### src/rtl/count_ctrl_pkg.sv
// Shared types and defaults for the run/pause/clear counter controller.
package count_ctrl_pkg;
  typedef enum logic [1:0] {
    IDLE  = 2'd0,
    RUN   = 2'd1,
    PAUSE = 2'd2,
    DONE  = 2'd3
  } state_t;

  localparam int DEF_TICK_DIV  = 10_000_000;
  localparam int DEF_DB_CYCLES = 1_000_000;

  localparam int NUM_BTN = 2;
  localparam int BTN_RUN = 0;
  localparam int BTN_CLR = 1;
endpackage

### src/rtl/btn_debounce.sv
// Debouncer for one synchronized button; one-cycle press pulse on a debounced rise.
module btn_debounce #(
  parameter int DB_CYCLES = count_ctrl_pkg::DEF_DB_CYCLES
) (
  input  logic clk,
  input  logic rstn,
  input  logic din,
  output logic press
);
  localparam int CW = (DB_CYCLES > 1) ? $clog2(DB_CYCLES) : 1;
  localparam logic [CW-1:0] CMAX = CW'(DB_CYCLES - 1);

  logic [CW-1:0] cnt;
  logic          level;

  // level flips only after din has disagreed with it for DB_CYCLES straight cycles
  always_ff @(posedge clk or negedge rstn) begin
    if (!rstn) begin
      cnt   <= '0;
      level <= 1'b0;
      press <= 1'b0;
    end else begin
      press <= 1'b0;
      if (din == level) begin
        cnt <= '0;
      end else if (cnt == CMAX) begin
        cnt   <= '0;
        level <= din;
        press <= din;
      end else begin
        cnt <= cnt + 1'b1;
      end
    end
  end
endmodule

### src/rtl/count_ctrl.sv
// Run/pause/clear controller for a reversible counter plus LED serializer refresh.
module count_ctrl
  import count_ctrl_pkg::*;
#(
  parameter int TICK_DIV      = DEF_TICK_DIV,
  parameter int DB_CYCLES     = DEF_DB_CYCLES,
  parameter int STOP_AT_LIMIT = 1
) (
  input  logic       clk,
  input  logic       rstn,
  input  logic       btn_run,
  input  logic       btn_clr,
  input  logic       sw_dir,
  input  logic       rc_in,
  input  logic       p2s_busy,
  output logic       cnt_en,
  output logic       cnt_dir,
  output logic       cnt_clr,
  output logic       p2s_start,
  output logic [1:0] state
);
  localparam int PW = $clog2(TICK_DIV);
  localparam logic [PW-1:0] PMAX = PW'(TICK_DIV - 1);

  logic [2:0]         sync1, sync2;
  logic [NUM_BTN-1:0] db_press;
  logic               run_p, clr_p, dir_s;
  state_t             state_q, state_d;
  logic [PW-1:0]      presc;
  logic               tick, stop;
  logic               armed, pending;

  always_ff @(posedge clk or negedge rstn) begin
    if (!rstn) begin
      sync1 <= '0;
      sync2 <= '0;
    end else begin
      sync1 <= {sw_dir, btn_clr, btn_run};
      sync2 <= sync1;
    end
  end

  for (genvar g = 0; g < NUM_BTN; g++) begin : g_db
    btn_debounce #(.DB_CYCLES(DB_CYCLES)) u_db (
      .clk   (clk),
      .rstn  (rstn),
      .din   (sync2[g]),
      .press (db_press[g])
    );
  end

  assign run_p = db_press[BTN_RUN];
  assign clr_p = db_press[BTN_CLR];
  assign dir_s = sync2[2];

  assign tick = (state_q == RUN) && (presc == PMAX);
  // a direction change at the tick moves the counter off the limit, so no stop
  assign stop = (STOP_AT_LIMIT != 0) && rc_in && (dir_s == cnt_dir);

  always_comb begin
    state_d = state_q;
    if (clr_p) begin
      state_d = IDLE;
    end else begin
      unique case (state_q)
        IDLE:  if (run_p) state_d = RUN;
        RUN:   if (run_p) state_d = PAUSE;
               else if (tick && stop) state_d = DONE;
        PAUSE: if (run_p) state_d = RUN;
        DONE:  state_d = DONE;
      endcase
    end
  end

  always_ff @(posedge clk or negedge rstn) begin
    if (!rstn) begin
      state_q <= IDLE;
      presc   <= '0;
      cnt_en  <= 1'b0;
      cnt_dir <= 1'b1;
      cnt_clr <= 1'b0;
    end else begin
      state_q <= state_d;
      // leaving or not yet in RUN parks the prescaler so re-entry gets a full period
      if (state_q != RUN || state_d != RUN || tick) presc <= '0;
      else                                          presc <= presc + 1'b1;
      cnt_en  <= tick && !stop && (state_d == RUN);
      if (tick) cnt_dir <= dir_s;
      cnt_clr <= clr_p;
    end
  end

  // armed keeps p2s_start quiet while reset is held; pending starts set for a post-reset refresh
  assign p2s_start = armed && pending && !p2s_busy;

  always_ff @(posedge clk or negedge rstn) begin
    if (!rstn) begin
      armed   <= 1'b0;
      pending <= 1'b1;
    end else begin
      armed   <= 1'b1;
      pending <= cnt_en || cnt_clr || (pending && !p2s_start);
    end
  end

  assign state = state_q;
endmodule

### config.mk
export PLATFORM = sky130hd
export DESIGN_NAME = count_ctrl
export DESIGN_NICKNAME = d
export VERILOG_FILES = /design/src/rtl/count_ctrl_pkg.sv /design/src/rtl/btn_debounce.sv /design/src/rtl/count_ctrl.sv
export SDC_FILE = /design/constraint.sdc
export NUM_CORES = 1
export LEC_CHECK = 0
export ABC_CLOCK_PERIOD_IN_PS = 5450
export CAP_MARGIN = 20
export CORE_MARGIN = 5
export CORE_UTILIZATION = 36
export CTS_BUF_LIST = sky130_fd_sc_hd__clkbuf_16
export DETAILED_ROUTE_END_ITERATION = 7
export HOLD_SLACK_MARGIN = 0.08
export PLACE_DENSITY_LB_ADDON = 0.08
export SYNTH_ARGS = -nofsm -noshare
export SYNTH_HDL_FRONTEND = slang
export SYNTH_HIERARCHICAL = 1
export SYNTH_SLANG_ARGS = --single-unit
export TNS_END_PERCENT = 50
### constraint.sdc
create_clock -name clk -period 5.45 [get_ports clk]
set_clock_uncertainty 0.15 [all_clocks]
set_input_delay 0.545 -clock clk [delete_from_list [all_inputs] [get_ports clk]]
set_output_delay 0.545 -clock clk [all_outputs]
set_load 0.02 [all_outputs]
# After elaboration in Yosys (flattened, before gate mapping)

Index checks and enable logic that the tools add are counted.

Register bits after elaboration: 81
Bits of input ports: 7
Output and inout bits: 6
Logic and storage cells: 65

Add/subtract/negate cells: 3
Eq/ne operators: 12
Mux-type cells: 14
Bitwise logic cells: 2
Reductions and logical operators: 19

Operators with widths:

| cell                  | count |
|---|---|
| $mux 20               | 4 |
| $add 20x1->20 const B | 2 |
| $eq 20x20->1 const B  | 2 |
| $add 24x1->24 const B | 1 |
| $eq 24x24->1 const B  | 1 |
| $mux 24               | 1 |
| $logic_and 1x1->1     | 8 |
| $mux 2                | 4 |
| $pmux 2 s3            | 1 |
| $eq 2x1->1 const B    | 2 |
| $eq 2x2->1 const B    | 2 |
| $logic_or 1x1->1      | 4 |
| $mux 1                | 4 |
| $ne 2x1->1 const B    | 2 |
| $reduce_and 2->1      | 2 |
| $eq 1x1->1            | 3 |
| $logic_not 1->1       | 3 |
| $logic_not 2->1       | 1 |
| $not 1->1             | 2 |
| $reduce_or 2->1       | 1 |

# Longest topological paths before layout

Gate-level depths: netlist of the first run.

Depth after elaboration: 11
Gate-level depth with buffers: 7
Gate-level depth less buffers: 5

# Modules after synthesis

The synthesis of the first run kept the hierarchy.

Modules (own cells, without submodules):

| module       | instances | cells an instance | area each (um^2) | seq. area each (um^2) |
|---|---|---|---|---|
| btn_debounce | 2         | 114               | 1086.0           | 550.5 |
| count_ctrl   | 1         | 166               | 1692.9           | 928.4 |

# Worst setup path after synthesis of the first run

Ideal clock, no wire load.

Kind: reg-to-reg
Start point: register g_db[0].u_db.cnt[0]
End point: register g_db[0].u_db.cnt[18]
Library setup time: 0.078 ns
Arrival time: 1.897 ns
Data required time: 5.222 ns
Slack: 3.325 ns
Stages on the path, launching flop included: 7
Buffers on the path: 1
Clock period less this slack: 2.125 ns
Cells stage by stage: dfrtp_1 -> ha_1 -> nand2_1 -> or4_1 -> buf_2 -> or4_1 -> a21oi_1

Longest elaborated chain between the ends: 3
Elaborated cells on any way between the ends: 4
Classes of those cells: add/sub: 1; eq/ne: 1; mux: 2

RTL lines:

| item                                                 | RTL line                               | RTL |
|---|---|---|
| start, declared                                      | btn_debounce.sv:13                     | `logic [CW-1:0] cnt;` |
| start signal, assigned                               | btn_debounce.sv:31                     | `cnt <= cnt + 1'b1;` |
| $add 20x1->20 / $eq 20x20->1 (equally long branches) | btn_debounce.sv:31, btn_debounce.sv:26 |  |
| $mux 20 *                                            | btn_debounce.sv:26                     | `end else if (cnt == CMAX) begin` |
| $mux 20 *                                            | btn_debounce.sv:24                     | `if (din == level) begin` |

Mark *: on every way between the ends. The rest lies on a longest branch, timed or not.
A chain may end at the register's enable or synchronous reset.

# Worst setup path in the final report of the first run

Start point: input p2s_busy
End point: output p2s_start

Longest elaborated chain between the ends: 2

RTL lines:

| item              | RTL line         | RTL |
|---|---|---|
| start, declared   | count_ctrl.sv:15 | `input logic p2s_busy,` |
| $logic_not 1->1   | count_ctrl.sv:94 | `assign p2s_start = armed && pending && !p2s_busy;` |
| $logic_and 1x1->1 | count_ctrl.sv:94 |  |
| end, declared     | count_ctrl.sv:19 | `output logic p2s_start,` |

No other way between the ends.

==> results of run 1 <==
==> synth_stat cells (2+ instances only) <==
master and number:
dfrtp_1 79, nor2_1 46, a21oi_1 28, nand3_1 26, o21ai_0 23, xnor2_1 19, nand2_1 16, nand4_1 16
inv_1 15, or3_1 15, xor2_1 15, or4_1 13, clkbuf_1 11, nor4_1 7, o31ai_1 7, buf_2 6
nor3_1 6, or3_2 6, and3_1 5, and2_1 4, mux2_2 4, ha_1 3, and3_2 2, and3b_1 2
and4_1 2, dfstp_2 2, mux2i_1 2, nand3_2 2, nor4bb_1 2, or2_2 2
==> registers in the layout (all words and copies together) (netlist names) <==
signal	flops
g_db.u_db/cnt	40
presc	24
sync1	3
sync2	3
g_db.u_db/level	2
g_db.u_db/press	2
state	2
armed	1
cnt_clr	1
cnt_dir	1
cnt_en	1
pending	1
==> cells in the final DEF (no fill, tap or decap), types with 2 or more instances in the layout <==
| cell | netlist | layout |
|---|---|---|
| a21oi_1 | 28 | 28 |
| and2_1 | 4 | 4 |
| and3_1 | 5 | 5 |
| and3_2 | 2 | 2 |
| and3b_1 | 2 | 2 |
| and4_1 | 2 | 2 |
| buf_4 | 0 | 3 |
| bufinv_16 | 0 | 2 |
| clkbuf_16 | 0 | 9 |
| clkdlybuf4s50_1 | 0 | 11 |
| clkinv_2 | 0 | 3 |
| dfrtp_1 | 79 | 79 |
| dfstp_2 | 2 | 2 |
| ha_1 | 3 | 3 |
| inv_1 | 15 | 16 |
| mux2_2 | 4 | 4 |
| mux2i_1 | 2 | 2 |
| nand2_1 | 16 | 16 |
| nand3_1 | 26 | 26 |
| nand3_2 | 2 | 2 |
| nand4_1 | 16 | 16 |
| nor2_1 | 46 | 46 |
| nor3_1 | 6 | 6 |
| nor4_1 | 7 | 7 |
| nor4bb_1 | 2 | 2 |
| o21ai_0 | 23 | 21 |
| o21ai_1 | 0 | 2 |
| o31ai_1 | 7 | 7 |
| or2_2 | 2 | 2 |
| or3_1 | 15 | 15 |
| or3_2 | 6 | 6 |
| or4_1 | 13 | 13 |
| xnor2_1 | 19 | 19 |
| xor2_1 | 15 | 15 |
==> power groups by stage <==
stage               registers (uW)  clock network [uW]  logic, uW
global placement               627                   0       33.8
global route                   617                 672       41.6
detailed placement             627                   0       33.7
floorplan                      626                   0       12.7
finish                         616                 627       35.0
CTS                            616                 649       33.9
==> layout make-up <==
type	count	share of cell area [%]
timing repair buffer	16	3.828
multi-input combinational	281	38.42
clock buffer	9	5.066
sequential	81	45.65
inverter	15	1.267
tap	136	3.828
clock inverter	7	1.942
==> cell families after synthesis <==
kind of cell,count (synthesis),synth area share [%]
other cells,1,0.09703
buf+inv,32,3.302
flops,81,52.51
compound gates,59,8.190
fa+ha+maj,3,0.9713
mux,6,1.683
simple gates,178,25.54
xor+xnor,34,7.705
==> through the flow <==
step	utilization, %	total power, uW	cell area, sq um	hold WS [ns]
floorplan	-	638.4	3865	0.09941
detailed placement	39.33	660.8	4096	0.1933
CTS	42.32	1299	4408	0.2115
finish	42.68	1279	4446	0.2108
global route	42.68	1331	4446	0.2358
global placement	39.33	660.9	4096	0.1915
==> layer usage <==
metal  global-route usage [%]  wire length, um
met1                    16.50             3739
met5                        0                0
met4                    4.567               91
met3                    3.289              252
met2                    19.59             3594
==> what timing repair did <==
action,in CTS,in global routing
endpoints found under the hold margin,0,7
endpoints found under the setup margin,0,0
hold buffers,0,1
==> how the worst max path moves through the flow <==
stage	start	end	slack, ns	depth (start not counted)
final	p2s_busy	p2s_start	3.05	3
after global routing	presc[0]	presc[2]	2.92	5
after CTS	p2s_busy	p2s_start	3.05	3
after detailed placement	p2s_busy	p2s_start	3.04	3
after global placement	p2s_busy	p2s_start	3.06	3
after floorplan	g_db[0].u_db/cnt[0]	g_db[0].u_db/cnt[18]	3.32	6
==> results.cfg, run 1 <==
[run_status]
status = finished clean

[clock_network]
postCtsSetupBuffers = 0
cts_buffers = 9
cts_root_buf = clkbuf_16
h-tree-depth = 3
cts_sinks = 81
cts.clk_slew.worst_paths_ns = 0.06
worstSkewPairLatency_ns = 0.33
cts_max_path_buffers = 2
cts_tree = done
cts_resized = 0

[logic_synthesis]
seq_area_frac_synth_pct = 52.51
synth_top_area_share_pct = 51.15
synth-edff-count = 0
synthCells = 394
synthesis.area_sq_mm = 0.003865
synth_top_area_cell = dfrtp_1
yosys_register_bits = 81
synthTopCellsByArea = dfrtp_1, nor2_1, xnor2_1, a21oi_1, xor2_1
syn-num-nets = 404
synth_area_per_cell_sq_um = 9.810
yosys_warnings = 6
ys_types = 38
synth_flop_cell = dfrtp_1
ys_async_sr_fraction_pct = 100.0

[sta]
hold_violations = 0
worstMarginPinSlew_ns = 0.7933
rsz0062_at_grt = false
fmax_mhz = 417.4
fin_crit_ns = 2.396
period_share_pct = 43.96
relSlewSlack_pct = 46.76
setup_viol = 0
slew_violations = 0
fin_setup_tns_ns = 0
timing.final.ws_setup_ns = 3.054

[detailed_routing]
ant_nets = 0
detail_route.vias_per_cell = 5.228
totalWireLength_um = 7677
vias = 2849
drt_iter0_drc = 178
routedWlPerCell_um = 14.09
remaining_drc_errors = 0
drtPass1Iterations = 4

[worst_setup_path]
cpMaxStageDelayCell = clkdlybuf4s50_1
crit_top_cell = clkdlybuf4s50_1
critical_path_required_ns = 4.76
worstSetupPathType = input pin to output port
cpPeakStageDelay_ns = 0.62
r2r_setup_slack_ns = 3.13
crit_buf_inv = 2
r2r_start = presc[0]
cp_max_fo = 2
arrival_ns = 1.70
critPathTopFamily = buffers and inverters
crit_chain = clkdlybuf4s50_1, nor2_1, clkdlybuf4s50_1
reg2reg_depth = 5
crit_path_start_kind = input pin
timing.rr.end = presc[8]
critPathCaptureType = output port

[placed_design]
gp_congestion = 0.7558
post-place-ws_ns = 3.044
placedCellCount = 527
port_buffers = 12
dp_hpwl_um = 5097

[floorplanning]
placementRows = 37
initial_core_util_pct = 37.11
io_pins = 13
die_y_um = 113.6
core_area_sq_mm = 0.01042
die_w_um = 113.6
die_area_sq_mm = 0.01291

[grt]
grt_max_degree = 82
grt_pass1_vias = 2734
antenna_found_initial = 0
grt-ovfl-total = 0
grt_pass1_wl_um = 13060
gr-usage-all-layers_pct = 12.44

[worst_hold_path]
hold_end = sync2[0]
hold_path_class = flop to flop
min_path_cells = 0
hold_start = sync1[0]

[final_layout]
antenna-diode-count = 0
area_growth_pct = 15.02
nets = 414
fillers = 1006
regArea_sq_mm = 0.002029
stdcell_count = 545
drive_gt1_share_pct = 9.535
multi_input_area_sq_mm = 0.001708

[pwr]
switchingPower_uw = 259.6
max-vdd-ir-drop_uv = 124.5
leakagePower_uw = 0.001707
power_frac_clock_pct = 49.1
sw_frac_of_total_pct = 20.30
powerDensity_mw_per_mm2 = 287.6
sequentialPowerShare_pct = 48.2
combPwrFrac_pct = 2.7
internal_power_uw = 1019

[flow_run]
timing.max_cap.violations = 0
Power figures use the tool's default switching activity.
==> run 2: changes to the inputs <==
--- a/config.mk
+++ b/config.mk
@@ -5,7 +5,7 @@
 export SDC_FILE = /design/constraint.sdc
 export NUM_CORES = 1
 export LEC_CHECK = 0
-export ABC_CLOCK_PERIOD_IN_PS = 5450
+export ABC_CLOCK_PERIOD_IN_PS = 1900
 export CAP_MARGIN = 20
 export CORE_MARGIN = 5
 export CORE_UTILIZATION = 36
==> constraint.sdc (replaced) <==
create_clock -name clk -period 1.9 [get_ports clk]
set_clock_uncertainty 0.15 [all_clocks]
set_input_delay 0.19 -clock clk [delete_from_list [all_inputs] [get_ports clk]]
set_output_delay 0.19 -clock clk [all_outputs]
set_load 0.02 [all_outputs]
==> results.cfg, run 2 (synthesis results as in run 1) <==
[floorplanning]
placementRows = 37
die_w_um = 113.6
io_pins = 13
die_y_um = 113.6
core_area_sq_mm = 0.01042
die_area_sq_mm = 0.01291
initial_core_util_pct = 37.11

[clock_network]
worstSkewPairLatency_ns = 0.33
cts_max_path_buffers = 2
cts_root_buf = clkbuf_16
cts_sinks = 81
cts.clk_slew.worst_paths_ns = 0.06
cts_buffers = 9
cts_tree = done
h-tree-depth = 3

[run_status]
failed_checks = negative setup slack
status = finished, violations left

[pwr]
max-vdd-ir-drop_uv = 341.7
sequentialPowerShare_pct = 48.8
combPwrFrac_pct = 3.6
leakagePower_uw = 0.002130
power_frac_clock_pct = 47.5
switchingPower_uw = 794.5
powerDensity_mw_per_mm2 = 695.2
sw_frac_of_total_pct = 21.97
internal_power_uw = 2821

[placed_design]
dp_hpwl_um = 6003
port_buffers = 12
post-place-ws_ns = -0.1396
gp_congestion = 0.7531
dpl-instance-area_sq_mm = 0.004687

[detailed_routing]
topRoutingLayerUsed = met4
routedWlPerCell_um = 13.73
remaining_drc_errors = 0
route.met2.wl_um = 3949
detail_route.vias_per_cell = 5.081
totalWireLength_um = 8514
drtPass1Iterations = 4
drt_iter0_drc = 166
wl_met3_um = 201
drt-met1-wl_um = 4271
ant_nets = 0
vias = 3150

[final_layout]
fin_area_sq_mm = 0.005201
multi_input_area_sq_mm = 0.001888
regArea_sq_mm = 0.002031
regMostFlops = g_db.u_db/cnt
antenna-diode-count = 0
final_cell_mix = dfrtp_1, buf_4, nor2_1
area_growth_pct = 34.57
reg.largest.list = g_db.u_db/cnt x40, presc x24
fillers = 982
layout_commonest_cell = dfrtp_1
final_core_util_pct = 49.93
nets = 489
drive_gt1_share_pct = 30.99
largest_reg_flops = 40

[sta]
rsz0062_at_grt = true
relSlewSlack_pct = 66.67
timing.final.ws_setup_ns = -0.05384
hold_violations = 0
fin_crit_ns = 1.954
setup_viol = 19
fmax_mhz = 511.8
period_share_pct = 102.8
worstMarginPinSlew_ns = 0.4989
slew_violations = 0

[worst_setup_path]
critical_path_required_ns = 2.00
arrival_ns = 2.06
crit_path_start_kind = flop
crit_chain = ha_4, nand2_2, or4_4, or4_1, a21oi_1
critPathCaptureType = flop
cp_max_fo = 7
cpPeakStageDelay_ns = 0.52
critPathLaunch = g_db[0].u_db/cnt[1]
r2r_start = g_db[0].u_db/cnt[1]
worstSetupPathType = flop to flop
cpMaxStageDelayCell = or4_1

[grt]
grt-ovfl-total = 0
grt_max_degree = 37
grt_pass1_wl_um = 14560
grt_pass1_vias = 3080
antenna_found_initial = 0
gr-usage-all-layers_pct = 13.86

[flow_run]
timing.max_cap.violations = 0

[worst_hold_path]
hold_start = sw_dir
hold_path_class = input pin to flop
-- run 2: worst max-delay path: cells and delay by family (launching register included) --
family | cells | cell delay (ns)
DFF | 1 | 0.40
and+or+nand+nor | 3 | 1.03
adders and majority gates | 1 | 0.16
AOI/OAI and AO/OA | 1 | 0.14
-- run 2: layout make-up --
type	count	area share (%)
clock buffer	9	4.330
clock inverter	7	1.395
inverter	15	1.083
multi-input combinational	281	36.30
sequential	81	39.04
tap	136	3.272
timing repair buffer	91	14.58
-- run 2: per-layer routing --
layer  vias up  track usage, %
met3         8           2.971
met1      1537           19.31
met2        29           21.48
met5         -               0
li1       1576               -
met4         0           4.567
-- run 2: worst paths after layout --
kind	end	slack (ns)	depth (start not counted)
setup / recovery	g_db[0].u_db/cnt[18]	-0.05	5
hold / removal	sync1[2]	0.16	1
setup reg to reg	g_db[0].u_db/cnt[18]	-0.05	5
hold reg to reg	sync2[1]	0.20	0
max in group asynchronous	g_db[1].u_db/cnt[7]	0.84	3
min in group asynchronous	presc[21]	0.18	2
-- run 2: power by group through the flow --
| stage | sequential, uW | combinational, uW | clock (uW) |
|---|---|---|---|
| 2_1_floorplan | 1800 | 40.3 | 0 |
| 3_3_place_gp | 1800 | 129 | 0 |
| 3_5_place_dp | 1800 | 130 | 0 |
| 4_1_cts | 1770 | 135 | 1780 |
| 5_1_grt | 1770 | 153 | 1850 |
| 6_report | 1770 | 131 | 1720 |
-- run 2: through the flow --
stage | power (uW) | setup TNS [ns] | instances | hold WS (ns)
final | 3616 | -0.3336 | 620 | 0.1613
after global routing | 3773 | -2.695 | 620 | 0.1439
after CTS | 3686 | -0.2854 | 616 | 0.1459
after detailed placement | 1928 | -1.561 | 597 | 0.01088
after global placement | 1927 | -0.7073 | 597 | 0.008022
after floorplan | 1839 | -0.8057 | 394 | -0.2556
-- run 2: timing repair --
item                                    in CTS  in global routing
resized for setup                           12                 22
pin swaps                                    0                  6
setup buffers                                2                  2
gates cloned                                 0                  2
endpoints found under the hold margin       81                  0
endpoints found under the setup margin      37                 41
hold buffers                                 1                  0
